`config.mk`:
```
export PLATFORM = sky130hd
export DESIGN_NAME = uart_tx_buffered
export DESIGN_NICKNAME = d
export VERILOG_FILES = /design/src/rtl/uart_pkg.sv /design/src/rtl/uart_sync_fifo.sv /design/src/rtl/uart_tx_buffered.sv
export SDC_FILE = /design/constraint.sdc
export NUM_CORES = 1
export LEC_CHECK = 0
export ABC_AREA = 1
export CAP_MARGIN = 20
export CORE_ASPECT_RATIO = 1.2
export CORE_UTILIZATION = 60
export CTS_CLUSTER_SIZE = 12
export DETAILED_ROUTE_END_ITERATION = 10
export PLACE_DENSITY = 0.75
export REMOVE_ABC_BUFFERS = 1
export SLEW_MARGIN = 0
export SYNTH_ARGS = -nofsm -noshare
export SYNTH_HDL_FRONTEND = slang
export SYNTH_SLANG_ARGS = --single-unit
```
`constraint.sdc`:
```
create_clock -name clk -period 2.6 [get_ports clk]
set_input_delay 0.52 -clock clk [delete_from_list [all_inputs] [get_ports clk]]
set_output_delay 0.52 -clock clk [all_outputs]
set_load 0.02 [all_outputs]
```
`src/rtl/uart_pkg.sv`:
```
// Shared UART definitions: data width, transmitter FSM encoding and frame lengths.
package uart_pkg;

    localparam int DATA_W           = 8;
    localparam int FRAME_LEN        = 10;
    localparam int FRAME_LEN_PARITY = 11;

    typedef enum logic [2:0] {
        IDLE   = 3'd0,
        START  = 3'd1,
        DATA   = 3'd2,
        PARITY = 3'd3,
        STOP   = 3'd4
    } tx_state_t;

    // Parity over the data byte; odd parity is the inverted even parity.
    function automatic logic parity_bit(input logic [DATA_W-1:0] data, input logic odd);
        return (^data) ^ odd;
    endfunction

endpackage

```
`src/rtl/uart_sync_fifo.sv`:
```
// Single-clock FIFO with registered occupancy flags and a dropped-write pulse.
module uart_sync_fifo #(
    parameter int DEPTH = 8,
    parameter int WIDTH = 8
) (
    input  logic                   clk,
    input  logic                   rst,
    input  logic                   push,
    input  logic [WIDTH-1:0]       push_data,
    input  logic                   pop,
    output logic [WIDTH-1:0]       head,
    output logic                   full,
    output logic                   empty,
    output logic [$clog2(DEPTH):0] count,
    output logic                   overflow
);

    localparam int AW = $clog2(DEPTH);
    localparam logic [AW:0] FULL_COUNT = (AW+1)'(DEPTH);

    logic [WIDTH-1:0] mem [DEPTH];
    logic [AW-1:0]    wr_ptr;
    logic [AW-1:0]    rd_ptr;
    logic [AW:0]      count_d;
    logic             do_push;
    logic             do_pop;

    // full/empty are registered, so a write while full is dropped even if a pop frees a slot that cycle
    assign do_push = push && !full;
    assign do_pop  = pop && !empty;
    assign head    = mem[rd_ptr];

    // Next occupancy; simultaneous push and pop leaves it unchanged
    always_comb begin
        count_d = count;
        unique case ({do_push, do_pop})
            2'b10:   count_d = count + 1'b1;
            2'b01:   count_d = count - 1'b1;
            default: count_d = count;
        endcase
    end

    // Storage array, written at the write pointer
    always_ff @(posedge clk) begin
        if (do_push) begin
            mem[wr_ptr] <= push_data;
        end
    end

    // Pointers, occupancy and flags; reset discards all contents
    always_ff @(posedge clk or posedge rst) begin
        if (rst) begin
            wr_ptr   <= '0;
            rd_ptr   <= '0;
            count    <= '0;
            full     <= 1'b0;
            empty    <= 1'b1;
            overflow <= 1'b0;
        end else begin
            if (do_push) begin
                wr_ptr <= wr_ptr + 1'b1;
            end
            if (do_pop) begin
                rd_ptr <= rd_ptr + 1'b1;
            end
            count    <= count_d;
            full     <= (count_d == FULL_COUNT);
            empty    <= (count_d == '0);
            overflow <= push && full;
        end
    end

endmodule

```
`src/rtl/uart_tx_buffered.sv`:
```
// Buffered 8N1 (optional parity) UART transmitter paced by a baud tick.
module uart_tx_buffered
    import uart_pkg::*;
#(
    parameter int DEPTH      = 8,
    parameter int PARITY_EN  = 0,
    parameter int PARITY_ODD = 0
) (
    input  logic                   clk,
    input  logic                   rst,
    input  logic [DATA_W-1:0]      data_in,
    input  logic                   wr_en,
    input  logic                   tx_clk_en,
    output logic                   tx,
    output logic                   busy,
    output logic                   full,
    output logic                   empty,
    output logic [$clog2(DEPTH):0] count,
    output logic                   overflow
);

    localparam int IDX_W = $clog2(DATA_W);
    localparam logic [IDX_W-1:0] LAST_IDX = IDX_W'(DATA_W - 1);

    tx_state_t         state_q, state_d;
    logic [DATA_W-1:0] shreg_q, shreg_d;
    logic [IDX_W-1:0]  bit_idx_q, bit_idx_d;
    logic              par_q, par_d;
    logic              tx_d;
    logic              pop;
    logic [DATA_W-1:0] head;

    uart_sync_fifo #(
        .DEPTH (DEPTH),
        .WIDTH (DATA_W)
    ) u_fifo (
        .clk       (clk),
        .rst       (rst),
        .push      (wr_en),
        .push_data (data_in),
        .pop       (pop),
        .head      (head),
        .full      (full),
        .empty     (empty),
        .count     (count),
        .overflow  (overflow)
    );

    // Next-state logic advances only on baud ticks; tx is derived from the next state so the line is registered
    always_comb begin
        state_d   = state_q;
        shreg_d   = shreg_q;
        bit_idx_d = bit_idx_q;
        par_d     = par_q;
        pop       = 1'b0;
        if (tx_clk_en) begin
            unique case (state_q)
                IDLE, STOP: begin
                    if (!empty) begin
                        shreg_d = head;
                        par_d   = parity_bit(head, PARITY_ODD != 0);
                        pop     = 1'b1;
                        state_d = START;
                    end else begin
                        state_d = IDLE;
                    end
                end
                START: begin
                    state_d   = DATA;
                    bit_idx_d = '0;
                end
                DATA: begin
                    shreg_d   = {1'b0, shreg_q[DATA_W-1:1]};
                    bit_idx_d = bit_idx_q + 1'b1;
                    if (bit_idx_q == LAST_IDX) begin
                        state_d = (PARITY_EN != 0) ? PARITY : STOP;
                    end
                end
                PARITY: state_d = STOP;
                default: state_d = IDLE;
            endcase
        end

        tx_d = 1'b1;
        unique case (state_d)
            START:   tx_d = 1'b0;
            DATA:    tx_d = shreg_d[0];
            PARITY:  tx_d = par_d;
            default: tx_d = 1'b1;
        endcase
    end

    // State, shift register and registered line outputs; reset idles the line immediately
    always_ff @(posedge clk or posedge rst) begin
        if (rst) begin
            state_q   <= IDLE;
            shreg_q   <= '0;
            bit_idx_q <= '0;
            par_q     <= 1'b0;
            tx        <= 1'b1;
            busy      <= 1'b0;
        end else begin
            state_q   <= state_d;
            shreg_q   <= shreg_d;
            bit_idx_q <= bit_idx_d;
            par_q     <= par_d;
            tx        <= tx_d;
            busy      <= (state_d != IDLE);
        end
    end

endmodule

```
==> qor.tcl, run 1 <==
set qor(yosys_register_bits) 94
set qor(max_cap_viol_count) 0
set qor(met3_length_um) 425
set qor(die_width_um) 82.3
set qor(setup.worst_path.start_class) {input pin}
set qor(dpl.cell_count) 623
set qor(die_h_um) 98.3
set qor(mostFrequentLayoutCells) {nand2_1 (169), inv_1 (91), edfxtp_1 (64), nand3_1 (52), dfrtp_1 (28)}
set qor(worst_pin_slew_ns) 0.489
set qor(cts_buffer_depth) 2
set qor(dr_total_vias) 3283
set qor(asyncSetResetFlopFracSynth_pct) 31.9
set qor(dr.pass1.iters) 6
set qor(h_tree_lvl_count) 3
set qor(overflow) 0
set qor(detailedRoute.firstIterationViolations) 272
set qor(finalPower_w) 0.00628
set qor(post_synth_instance_area_sq_um) 4640
set qor(setup_viol) 0
set qor(cts_buffers) 9
set qor(setup_total_negative_slack_ns) 0
set qor(worst_setup_hold_path_clk_slew_ns) 0.09
set qor(fin_crit_sh_pct) 80.5
set qor(critical_path_peak_fanout) 10
set qor(diodes) 0
set qor(topRoutingLayerUsed) {met4}
set qor(cp_slowest_stage_delay_ns) 0.42
set qor(hold_path_depth) 1
set qor(p_per_area_nw_per_um2) 1210
set qor(met1_length_mm) 3.86
set qor(slew_viol_final) 0
set qor(layout_min_cycle_time_ns) 2.09
set qor(grt_max_degree) 36
set qor(timing.slew.headroom_pct) 67.4
set qor(critical_path_class) {input pin to register}
set qor(drt_wl_total_mm) 9.09
set qor(p_leak_nw) 2.47
set qor(tritoncts) {built}
set qor(synthesis.instances) 510
set qor(drc) 0
set qor(core.rowCount) 34
set qor(grt_antenna_before_repair) 0
set qor(design.die.area_sq_um) 8090
set qor(area_growth_pct) 12.3
set qor(route.detailed.vias_per_inst) 5.14
set qor(clock-root-buffer) {clkbuf_8}
set qor(mostFrequentLayoutCell) {nand2_1}
set qor(final.fill_count) 558
set qor(synth_enable_flop_cells) 64
set qor(synthDistinctLibCells) 37
set qor(ys_warn_count) 0
set qor(port_buffers) 20
set qor(core-area_sq_um) 7360
set qor(cts_resized) 0
set qor(holdWs_ns) 0.485
set qor(critical_path.startpoint) {tx_clk_en}
set qor(reg2reg_setup_slack_ns) 0.51
set qor(instances_no_fill) 639
set qor(run_status) {finished clean}
set qor(ff2ff_path_depth) 13
set qor(postCtsSetupBuffers) 0
set qor(max-vdd-ir-drop_uv) 744
set qor(io-pin-count) 21
set qor(globalRouteTotalUtil_pct) 25.2
set qor(timing.rr.end) {u_fifo.full$_DFF_PP0_}
set qor(insertion_delay_ns) 0.36
set qor(rsz_0062_raised_after_global_routing) {false}
set qor(start_util_pct) 63.1
set qor(max_freq_mhz) 478
set qor(detailed_place_hpwl_mm) 6.20
set qor(wl_per_cell_um) 14.2
set qor(hold_start) {bit_idx_q[0]$_DFFE_PP0P_}
set qor(critPathSlowestCell) {clkdlybuf4s50_1}
set qor(synth_area_per_cell_sq_um) 9.10
set qor(whs_endpoint) {bit_idx_q[0]$_DFFE_PP0P_}
set qor(yosysSeqAreaShare_pct) 57.6
set qor(arrival_ns) 2.34
set qor(drive_above_1_share_pct) 11.3
set qor(postRouteAntennaNets) 0
set qor(final_net_count) 562
set qor(cp_cell_sequence) {clkdlybuf4s50_1 -> inv_1 -> nor2_4 -> buf_4 -> a21oi_4 -> nor2_4 -> ha_1 -> a21oi_1 -> xor2_1 -> nand2_1 -> o21a_1 -> nand2_2 -> a21oi_1}
set qor(first_pass_grt_wire_length_mm) 14.7
set qor(ys.flop_type) {edfxtp_1}
set qor(critical_path.reg2reg.startpoint) {u_fifo.empty$_DFF_PP1_}
set qor(worst_case_clock_skew_ns) 0.0105
set qor(first_global_vias) 3126
set qor(place.gp.congestion) 0.777
set qor(cp.required_ns) 2.85
set qor(clock_sink_count) 94
set qor(type_of_the_worst_min_delay_path) {register to register}
set qor(final_hold_viol_count) 0
set qor(ctsHoldBuffers) 0
set qor(end_kind) {register}
set qor(route.met2.wl_mm) 4.61
cell usage after synthesis, types with 2 or more instances:
master / n / area, sq um
ha_1: 6 / 75.1
buf_4: 8 / 60.1
o21a_1: 2 / 15.0
nor3_1: 2 / 10.0
dfstp_2: 2 / 52.6
nor2_4: 3 / 33.8
a21oi_1: 7 / 35.0
inv_2: 3 / 11.3
nand2_2: 5 / 31.3
o21ai_2: 2 / 17.5
buf_6: 5 / 56.3
or2_2: 2 / 12.5
inv_1: 91 / 342
nand2_1: 169 / 634
nor2_2: 3 / 18.8
edfxtp_1: 64 / 1920
nand3_1: 52 / 260
o22ai_1: 7 / 43.8
nor2_1: 16 / 60.1
o21ai_0: 12 / 60.1
inv_4: 2 / 12.5
clkbuf_1: 2 / 7.51
dfrtp_1: 28 / 701
xor2_1: 4 / 35.0
per-layer routing:
| metal | vias up | global-route usage [%] |
|---|---|---|
| li1 | 1676 | - |
| met2 | 70 | 41.7 |
| met4 | 0 | 10.5 |
| met1 | 1522 | 32.0 |
| met5 | - | 0 |
| met3 | 15 | 4.39 |
worst max path at each step:
stage	end
final	u_fifo.full$_DFF_PP0_
after global routing	par_q$_DFF_PP0_
after CTS	u_fifo.full$_DFF_PP0_
after detailed placement	u_fifo.full$_DFF_PP0_
after global placement	u_fifo.full$_DFF_PP0_
after floorplan	par_q$_DFF_PP0_
where the power goes:
group          switching (W)  leakage [nW]  internal, W  total, W
clock network       0.000508         0.117     0.000646   0.00115
logic                0.00192          1.40      0.00103   0.00295
registers           0.000211         0.951      0.00197   0.00218
registers in the layout, indices dropped and copies added, names as in the netlist:
name and cells:
state_q 3, u_fifo.mem 64, u_fifo.empty 1, par_q 1, tx 1, u_fifo.wr_ptr 3, shreg_q 8, busy 1
u_fifo.full 1, bit_idx_q 3, u_fifo.overflow 1, u_fifo.count 4, u_fifo.rd_ptr 3
metrics by stage:
stage,cell area (sq um),worst slack [ns],util (%)
CTS,5210,0.503,70.8
global route,5210,0.304,70.8
floorplan,4510,0.470,-
detailed placement,4970,0.165,67.5
finish,5210,0.507,70.8
global placement,4970,0.219,67.5
worst max-delay path, delay by kind of cell:
family	cells	cell delay, ns
buf+inv	3	0.75
xor+xnor	1	0.18
compound gates	4	0.45
fa+ha+maj	1	0.17
simple gates	4	0.27
cells by family (layout without fill, tap and decap cells):
family | Yosys count | in the layout | share of synthesized area, %
AO/OA/AOI/OAI | 35 | 35 | 4.83
XOR/XNOR | 6 | 6 | 1.29
adder cells (fa/ha/maj) | 6 | 6 | 1.62
buffers and inverters | 112 | 151 | 10.6
flip-flops | 94 | 94 | 57.6
multiplexers | 1 | 1 | 0.243
AND/OR/NAND/NOR | 256 | 256 | 23.7
final cells by class:
cell class              instances  area (sq um)  area share (%)
clock buffers                  10           128            2.45
clock inverters                 6           115            2.21
inverters                      96           365            7.01
multi-input cells             304          1470            28.2
flip-flops and latches         94          2680            51.3
well taps                      90           113            2.16
repair buffers                 39           343            6.58
(Power assumes the default switching activity.)
==> run 2, diff against run 1 <==
Clock period 2.6 ns to 2.1 ns, I/O delays scaled along.
==> qor.tcl, run 2 (synthesis gave the netlist of run 1 again) <==
set qor(setup_viol) 0 ;# unchanged
set qor(detailed_place_hpwl_mm) 6.42 ;# was 6.20 mm
set qor(largest_register) {u_fifo.mem} ;# unchanged
set qor(cts_buffer_depth) 2 ;# unchanged
set qor(drt_wl_total_mm) 9.06 ;# was 9.09 mm
set qor(max_cap_viol_count) 0 ;# unchanged
set qor(core-area_sq_um) 7360 ;# unchanged
set qor(tritoncts) {built} ;# unchanged
set qor(layout_min_cycle_time_ns) 2.05
set qor(cp_cell_sequence) {buf_4 -> clkdlybuf4s50_1} ;# was clkdlybuf4s50_1 -> inv_1 -> nor2_4 -> buf_4 -> a21oi_4 -> nor2_4 -> ha_1 -> a21oi_1 -> xor2_1 -> nand2_1 -> o21a_1 -> nand2_2 -> a21oi_1
set qor(reg2reg_setup_slack_ns) 0.17 ;# was 0.51 ns
set qor(cp_slowest_stage_delay_ns) 0.59 ;# was 0.42 ns
set qor(worst_case_clock_skew_ns) 0.0127 ;# was 0.0105 ns
set qor(slew_viol_final) 0 ;# unchanged
set qor(dr_total_vias) 3360 ;# was 3283
set qor(critical_path.reg2reg.startpoint) {u_fifo.empty$_DFF_PP1_} ;# unchanged
set qor(ctsHoldBuffers) 0 ;# unchanged
set qor(wl_per_cell_um) 14.0 ;# was 14.2 um
set qor(end_kind) {primary output} ;# was register
set qor(max_freq_mhz) 489
set qor(p_per_area_nw_per_um2) 1440 ;# was 1210 nW/um^2
set qor(drc) 0 ;# unchanged
set qor(timing.slew.headroom_pct) 74.4 ;# was 67.4%
set qor(critical_path_class) {register to primary output} ;# was input pin to register
set qor(power.switching_fraction_pct) 43.5 ;# was 42.0%
set qor(clock-root-buffer) {clkbuf_8} ;# unchanged
set qor(critPathSlowestCell) {clkdlybuf4s50_1} ;# unchanged
set qor(number_of_buffers_and_inverters_on_the_critical_path) 2 ;# was 3
set qor(max-vdd-ir-drop_uv) 838 ;# was 744 uV
set qor(port_buffers) 20 ;# unchanged
set qor(p_int_w) 0.00423 ;# was 0.00364 W
set qor(die_h_um) 98.3 ;# unchanged
set qor(clock_sink_count) 94 ;# unchanged
set qor(worst_setup_hold_path_clk_slew_ns) 0.10 ;# was 0.09 ns
set qor(instances_no_fill) 647 ;# was 639
set qor(globalRouteTotalUtil_pct) 25.0 ;# was 25.2%
set qor(first_global_vias) 3246 ;# was 3126
set qor(overflow) 0 ;# unchanged
set qor(die_width_um) 82.3 ;# unchanged
set qor(design.die.area_sq_um) 8090 ;# unchanged
set qor(cp.required_ns) 1.68 ;# was 2.85 ns
set qor(h_tree_lvl_count) 3 ;# unchanged
set qor(io-pin-count) 21 ;# unchanged
set qor(grt_max_degree) 32 ;# was 36
set qor(setup.worst_path.start_class) {register} ;# was input pin
set qor(first_pass_grt_wire_length_mm) 14.7 ;# unchanged
set qor(final_hold_viol_count) 0 ;# unchanged
set qor(total_switching_power_w) 0.00326 ;# was 0.00264 W
set qor(diodes) 0 ;# unchanged
set qor(timing.critical_path.max_delay_family) {buffers and inverters} ;# unchanged
set qor(arrival_ns) 1.63 ;# was 2.34 ns
set qor(top_regs) {u_fifo.mem x64, shreg_q x8, u_fifo.count x4} ;# unchanged
set qor(run_status) {finished clean} ;# unchanged
set qor(fin_crit_sh_pct) 97.4
set qor(place.gp.congestion) 0.829 ;# was 0.777
set qor(insertion_delay_ns) 0.37 ;# was 0.36 ns
set qor(worst_pin_slew_ns) 0.383 ;# was 0.489 ns
set qor(rsz_0062_raised_after_global_routing) {false} ;# unchanged
set qor(route.detailed.vias_per_inst) 5.19 ;# was 5.14
set qor(critical_path_peak_fanout) 2 ;# was 10
set qor(p_leak_nw) 2.48 ;# was 2.47 nW
set qor(core.rowCount) 34 ;# unchanged
set qor(cts_buffers) 9 ;# unchanged
set qor(holdWs_ns) 0.421 ;# was 0.485 ns
set qor(power_frac_clock_pct) 14.4 ;# was 18.4%
set qor(mostFrequentLayoutCells) {nand2_1 (169), inv_1 (90), edfxtp_1 (64), nand3_1 (52), buf_4 (27)} ;# was nand2_1 (169), inv_1 (91), edfxtp_1 (64), nand3_1 (52), dfrtp_1 (28)
set qor(finalPower_w) 0.00748 ;# was 0.00628 W
set qor(start_util_pct) 63.1 ;# unchanged
set qor(mostFrequentLayoutCell) {nand2_1} ;# unchanged
set qor(ff2ff_path_depth) 13 ;# unchanged
set qor(area_growth_pct) 12.2 ;# was 12.3%
set qor(largest_register_ff_count) 64 ;# unchanged
set qor(dpl.cell_count) 630 ;# was 623
set qor(grt_antenna_before_repair) 0 ;# unchanged
set qor(fraction_of_power_consumed_by_combinational_cells_pct) 49.4 ;# was 46.9%
set qor(design_area_sq_um) 5210 ;# about the same
set qor(postRouteAntennaNets) 0 ;# unchanged
set qor(final_net_count) 570 ;# was 562
set qor(dr.pass1.iters) 4 ;# was 6
set qor(type_of_the_worst_min_delay_path) {input pin to asynchronous set/reset pin} ;# was register to register
set qor(power.sequential.fraction_pct) 36.2 ;# was 34.7%
set qor(timing.rr.end) {u_fifo.full$_DFF_PP0_} ;# unchanged
set qor(placement.cell_area_sq_um) 5020 ;# was 4970 sq um
set qor(detailedRoute.firstIterationViolations) 250 ;# was 272
set qor(drive_above_1_share_pct) 13.3 ;# was 11.3%
==> run 2: changes by cell type in the layout (fill, tap and decap cells not counted), moves of 2 or more <==
cell,change
dfrtp_1,-2
clkinv_4,+3
buf_4,+8
bufinv_16,-3
dfrtp_2,+2
==> run 2: final cells by class <==
cell class / instances / area [sq um]
clock buffer: 9 / 124
timing repair buffer: 47 / 403
multi-input combinational: 304 / 1480
inverter: 96 / 368
clock inverter: 7 / 48.8
sequential: 94 / 2680
fill: 577 / 2150
tap: 90 / 113
==> run 2: stage by stage <==
| stage | setup slack [ns] | setup TNS [ns] | utilization [%] |
|---|---|---|---|
| 2_1_floorplan | -0.0296 | -0.0296 | - |
| 3_3_place_gp | -0.168 | -2.87 | 68.2 |
| 3_5_place_dp | -0.180 | -3.53 | 68.2 |
| 4_1_cts | 0.0435 | 0 | 70.6 |
| 5_1_grt | 0.0124 | 0 | 70.8 |
| 6_report | 0.0540 | 0 | 70.8 |
==> run 2: layer usage <==
metal  routed length [um]  vias to the layer above  global-route usage, %
met4                  163                        0                   9.85
met2                 4640                       84                   41.7
met1                 3820                     1570                   31.6
met5                    0                        -                      0
met3                  445                       15                   4.86
li1                     -                     1691                      -
==> run 2: how the worst max path moves through the flow <==
| stage | depth (start not counted) | slack [ns] | from | end |
|---|---|---|---|---|
| 2_1_floorplan | 14 | -0.03 | u_fifo.rd_ptr[0]$_DFFE_PP0P_ | par_q$_DFF_PP0_ |
| 3_3_place_gp | 13 | -0.17 | tx_clk_en | u_fifo.full$_DFF_PP0_ |
| 3_5_place_dp | 13 | -0.18 | tx_clk_en | u_fifo.full$_DFF_PP0_ |
| 4_1_cts | 2 | 0.04 | u_fifo.empty$_DFF_PP1_ | empty |
| 5_1_grt | 15 | 0.01 | u_fifo.rd_ptr[0]$_DFFE_PP0P_ | tx$_DFF_PP1_ |
| 6_report | 2 | 0.05 | u_fifo.empty$_DFF_PP1_ | empty |
==> run 2: repair_timing <==
action,in CTS,in global routing
buffers inserted,0,1
gates resized for setup,0,5
endpoints found under the setup margin,0,3
==> run 2: worst register-to-register path, delay by kind of cell, from the launching register on <==
| family | cells | cell delay (ns) |
|---|---|---|
| buf+inv | 2 | 0.20 |
| flops | 1 | 0.55 |
| compound gates | 4 | 0.40 |
| xor+xnor | 1 | 0.15 |
| fa+ha+maj | 1 | 0.18 |
| simple gates | 5 | 0.34 |
==> run 2: power by group through the flow <==
stage	Clock, W	Sequential, W	Combinational, W
2_1_floorplan	0	0.00288	0.00235
3_3_place_gp	0	0.00273	0.00354
3_5_place_dp	0	0.00274	0.00365
4_1_cts	0.00110	0.00270	0.00367
5_1_grt	0.00115	0.00276	0.00416
6_report	0.00108	0.00271	0.00369
==> run 3, diff against run 2 <==
Settings changed: CORE_ASPECT_RATIO 1.2 to not set, GPL_ROUTABILITY_DRIVEN set to 0, PLACE_DENSITY 0.75 to 0.82.
==> qor.tcl, run 3 (synthesis gave the netlist of run 1 again) <==
set qor(run_status) {finished clean} ;# unchanged
set qor(rsz_0062_raised_after_global_routing) {false} ;# unchanged
set qor(max-vdd-ir-drop_uv) 650 ;# was 838 uV
set qor(first_pass_grt_wire_length_mm) 16.0 ;# was 14.7 mm
set qor(detailed_place_hpwl_mm) 6.97 ;# was 6.42 mm
set qor(drt_wl_total_mm) 9.80 ;# was 9.06 mm
set qor(core-area_sq_um) 7370 ;# was 7360 sq um
set qor(timing.slew.headroom_pct) 66.7 ;# was 74.4%
set qor(insertion_delay_ns) 0.37 ;# about the same
set qor(diodes) 0 ;# unchanged
set qor(power.sequential.fraction_pct) 34.6 ;# was 36.2%
set qor(setup_total_negative_slack_ns) 0 ;# unchanged
set qor(design.die.area_sq_um) 8090 ;# about the same
set qor(io-pin-count) 21 ;# unchanged
set qor(grt_max_degree) 36 ;# was 32
set qor(die_h_um) 89.9 ;# was 98.3 um
set qor(max_cap_viol_count) 0 ;# unchanged
set qor(end_kind) {register} ;# was primary output
set qor(reg2reg_setup_slack_ns) 0.12 ;# was 0.17 ns
set qor(die_width_um) 89.9 ;# was 82.3 um
set qor(port_buffers) 20 ;# unchanged
set qor(p_per_area_nw_per_um2) 1480 ;# was 1440 nW/um^2
set qor(fin_crit_sh_pct) 94.1 ;# was 97.4%
set qor(largest_register_ff_count) 64 ;# unchanged
set qor(timing.rr.end) {u_fifo.full$_DFF_PP0_} ;# unchanged
set qor(setup.worst_path.start_class) {register} ;# unchanged
set qor(overflow) 0 ;# unchanged
set qor(final_net_count) 567 ;# was 570
set qor(h_tree_lvl_count) 3 ;# unchanged
set qor(postRouteAntennaNets) 0 ;# unchanged
set qor(mostFrequentLayoutCells) {nand2_1 (169), inv_1 (90), edfxtp_1 (64), nand3_1 (52), dfrtp_1 (27)} ;# was nand2_1 (169), inv_1 (90), edfxtp_1 (64), nand3_1 (52), buf_4 (27)
set qor(area_growth_pct) 13.3 ;# was 12.2%
set qor(route.detailed.vias_per_inst) 5.34 ;# was 5.19
set qor(slew_viol_final) 0 ;# unchanged
set qor(clock-root-buffer) {clkbuf_8} ;# unchanged
set qor(ff2ff_path_depth) 13 ;# unchanged
set qor(layout_min_cycle_time_ns) 1.98 ;# was 2.05 ns
set qor(wl_per_cell_um) 15.0 ;# was 14.0 um
set qor(grt_antenna_before_repair) 0 ;# unchanged
set qor(first_global_vias) 3445 ;# was 3246
set qor(ctsHoldBuffers) 0 ;# unchanged
set qor(dpl.cell_count) 636 ;# was 630
set qor(setup_viol) 0 ;# unchanged
set qor(power_frac_clock_pct) 17.1 ;# was 14.4%
set qor(cp.required_ns) 2.37 ;# was 1.68 ns
set qor(core.rowCount) 31 ;# was 34
set qor(final_hold_viol_count) 0 ;# unchanged
set qor(p_leak_nw) 2.49 ;# was 2.48 nW
set qor(total_switching_power_w) 0.00334 ;# was 0.00326 W
set qor(critical_path.reg2reg.startpoint) {u_fifo.empty$_DFF_PP1_} ;# unchanged
set qor(drc) 0 ;# unchanged
set qor(drive_above_1_share_pct) 12.6 ;# was 13.3%
set qor(mostFrequentLayoutCell) {nand2_1} ;# unchanged
set qor(instances_no_fill) 653 ;# was 647
set qor(fraction_of_power_consumed_by_combinational_cells_pct) 48.2 ;# was 49.4%
set qor(power.switching_fraction_pct) 42.7 ;# was 43.5%
set qor(clock_sink_count) 94 ;# unchanged
set qor(dr_total_vias) 3486 ;# was 3360
set qor(max_freq_mhz) 506 ;# was 489 MHz
set qor(largest_register) {u_fifo.mem} ;# unchanged
set qor(worst_setup_hold_path_clk_slew_ns) 0.09 ;# was 0.10 ns
set qor(arrival_ns) 2.24 ;# was 1.63 ns
set qor(worst_case_clock_skew_ns) 0.00853 ;# was 0.0127 ns
set qor(cts_buffers) 9 ;# unchanged
set qor(cts_buffer_depth) 2 ;# unchanged
set qor(top_regs) {u_fifo.mem x64, shreg_q x8, u_fifo.count x4} ;# unchanged
set qor(critical_path_class) {register to register} ;# was register to primary output
set qor(dr.pass1.iters) 5 ;# was 4
set qor(start_util_pct) 63.0 ;# was 63.1%
set qor(p_int_w) 0.00447 ;# was 0.00423 W
set qor(critical_path.startpoint) {u_fifo.empty$_DFF_PP1_} ;# unchanged
set qor(critical_path_peak_fanout) 3 ;# was 2
set qor(worst_pin_slew_ns) 0.498 ;# was 0.383 ns
set qor(tritoncts) {built} ;# unchanged
set qor(detailedRoute.firstIterationViolations) 306 ;# was 250
set qor(globalRouteTotalUtil_pct) 26.0 ;# was 25.0%
set qor(type_of_the_worst_min_delay_path) {input pin to asynchronous set/reset pin} ;# unchanged
set qor(holdWs_ns) 0.418 ;# was 0.421 ns
-- run 3: worst max-delay path, stage by stage (launching register included) --
cell and delay (ns):
dfstp_2 0.57, inv_2 0.05, nand3_4 0.09, nor2_4 0.05, buf_4 0.15, a21oi_4 0.14
nor2_4 0.05, ha_1 0.18, a21oi_2 0.12, xor2_1 0.16, nand2_1 0.07, o21a_1 0.13
nand2_2 0.07, a21oi_1 0.04
-- run 3: cell type report --
class	count	area, sq um
inverters	96	368
fillers	536	2110
multi-input cells	304	1480
clock buffers	10	128
flip-flops and latches	94	2680
well taps	99	124
clock inverters	6	93.8
repair buffers	44	393
-- run 3: through the flow --
step / total power, W / area [sq um] / setup slack (ns) / utilization (%)
2_1_floorplan: 0.00524 / 4510 / -0.0296 / -
3_3_place_gp: 0.00621 / 5020 / -0.149 / 68.1
3_5_place_dp: 0.00640 / 5020 / -0.175 / 68.1
4_1_cts: 0.00773 / 5240 / 0.0652 / 71.1
5_1_grt: 0.00836 / 5260 / 0.00126 / 71.3
6_report: 0.00781 / 5260 / 0.123 / 71.3
-- run 3: how the worst max path moves through the flow --
| stage | endpoint | slack [ns] | depth (start not counted) |
|---|---|---|---|
| detailed placement | u_fifo.full$_DFF_PP0_ | -0.17 | 13 |
| floorplan | par_q$_DFF_PP0_ | -0.03 | 14 |
| global placement | u_fifo.full$_DFF_PP0_ | -0.15 | 13 |
| CTS | u_fifo.full$_DFF_PP0_ | 0.07 | 13 |
| finish | u_fifo.full$_DFF_PP0_ | 0.12 | 13 |
| global route | u_fifo.full$_DFF_PP0_ | 0.001 | 13 |
-- run 3: power groups by stage --
| stage | logic, W | registers, W | clock network (W) |
|---|---|---|---|
| after global placement | 0.00350 | 0.00271 | 0 |
| after detailed placement | 0.00367 | 0.00273 | 0 |
| after CTS | 0.00370 | 0.00269 | 0.00134 |
| after global routing | 0.00420 | 0.00274 | 0.00142 |
| final | 0.00377 | 0.00270 | 0.00134 |
| after floorplan | 0.00235 | 0.00288 | 0 |
-- run 3: timing repair --
item,CTS,global route
buffers inserted,0,1
endpoints found under the setup margin,0,3
gates resized for setup,0,4
-- run 3: per-layer routing --
layer	wire, um	vias to the layer above	part of all wire, %	global-route usage, %
met2	4940	134	50	44.8
met4	221	0	2.3	9.95
met5	0	-	0	0
li1	-	1684	-	-
met3	552	28	5.6	5.25
met1	4090	1640	42	32.4
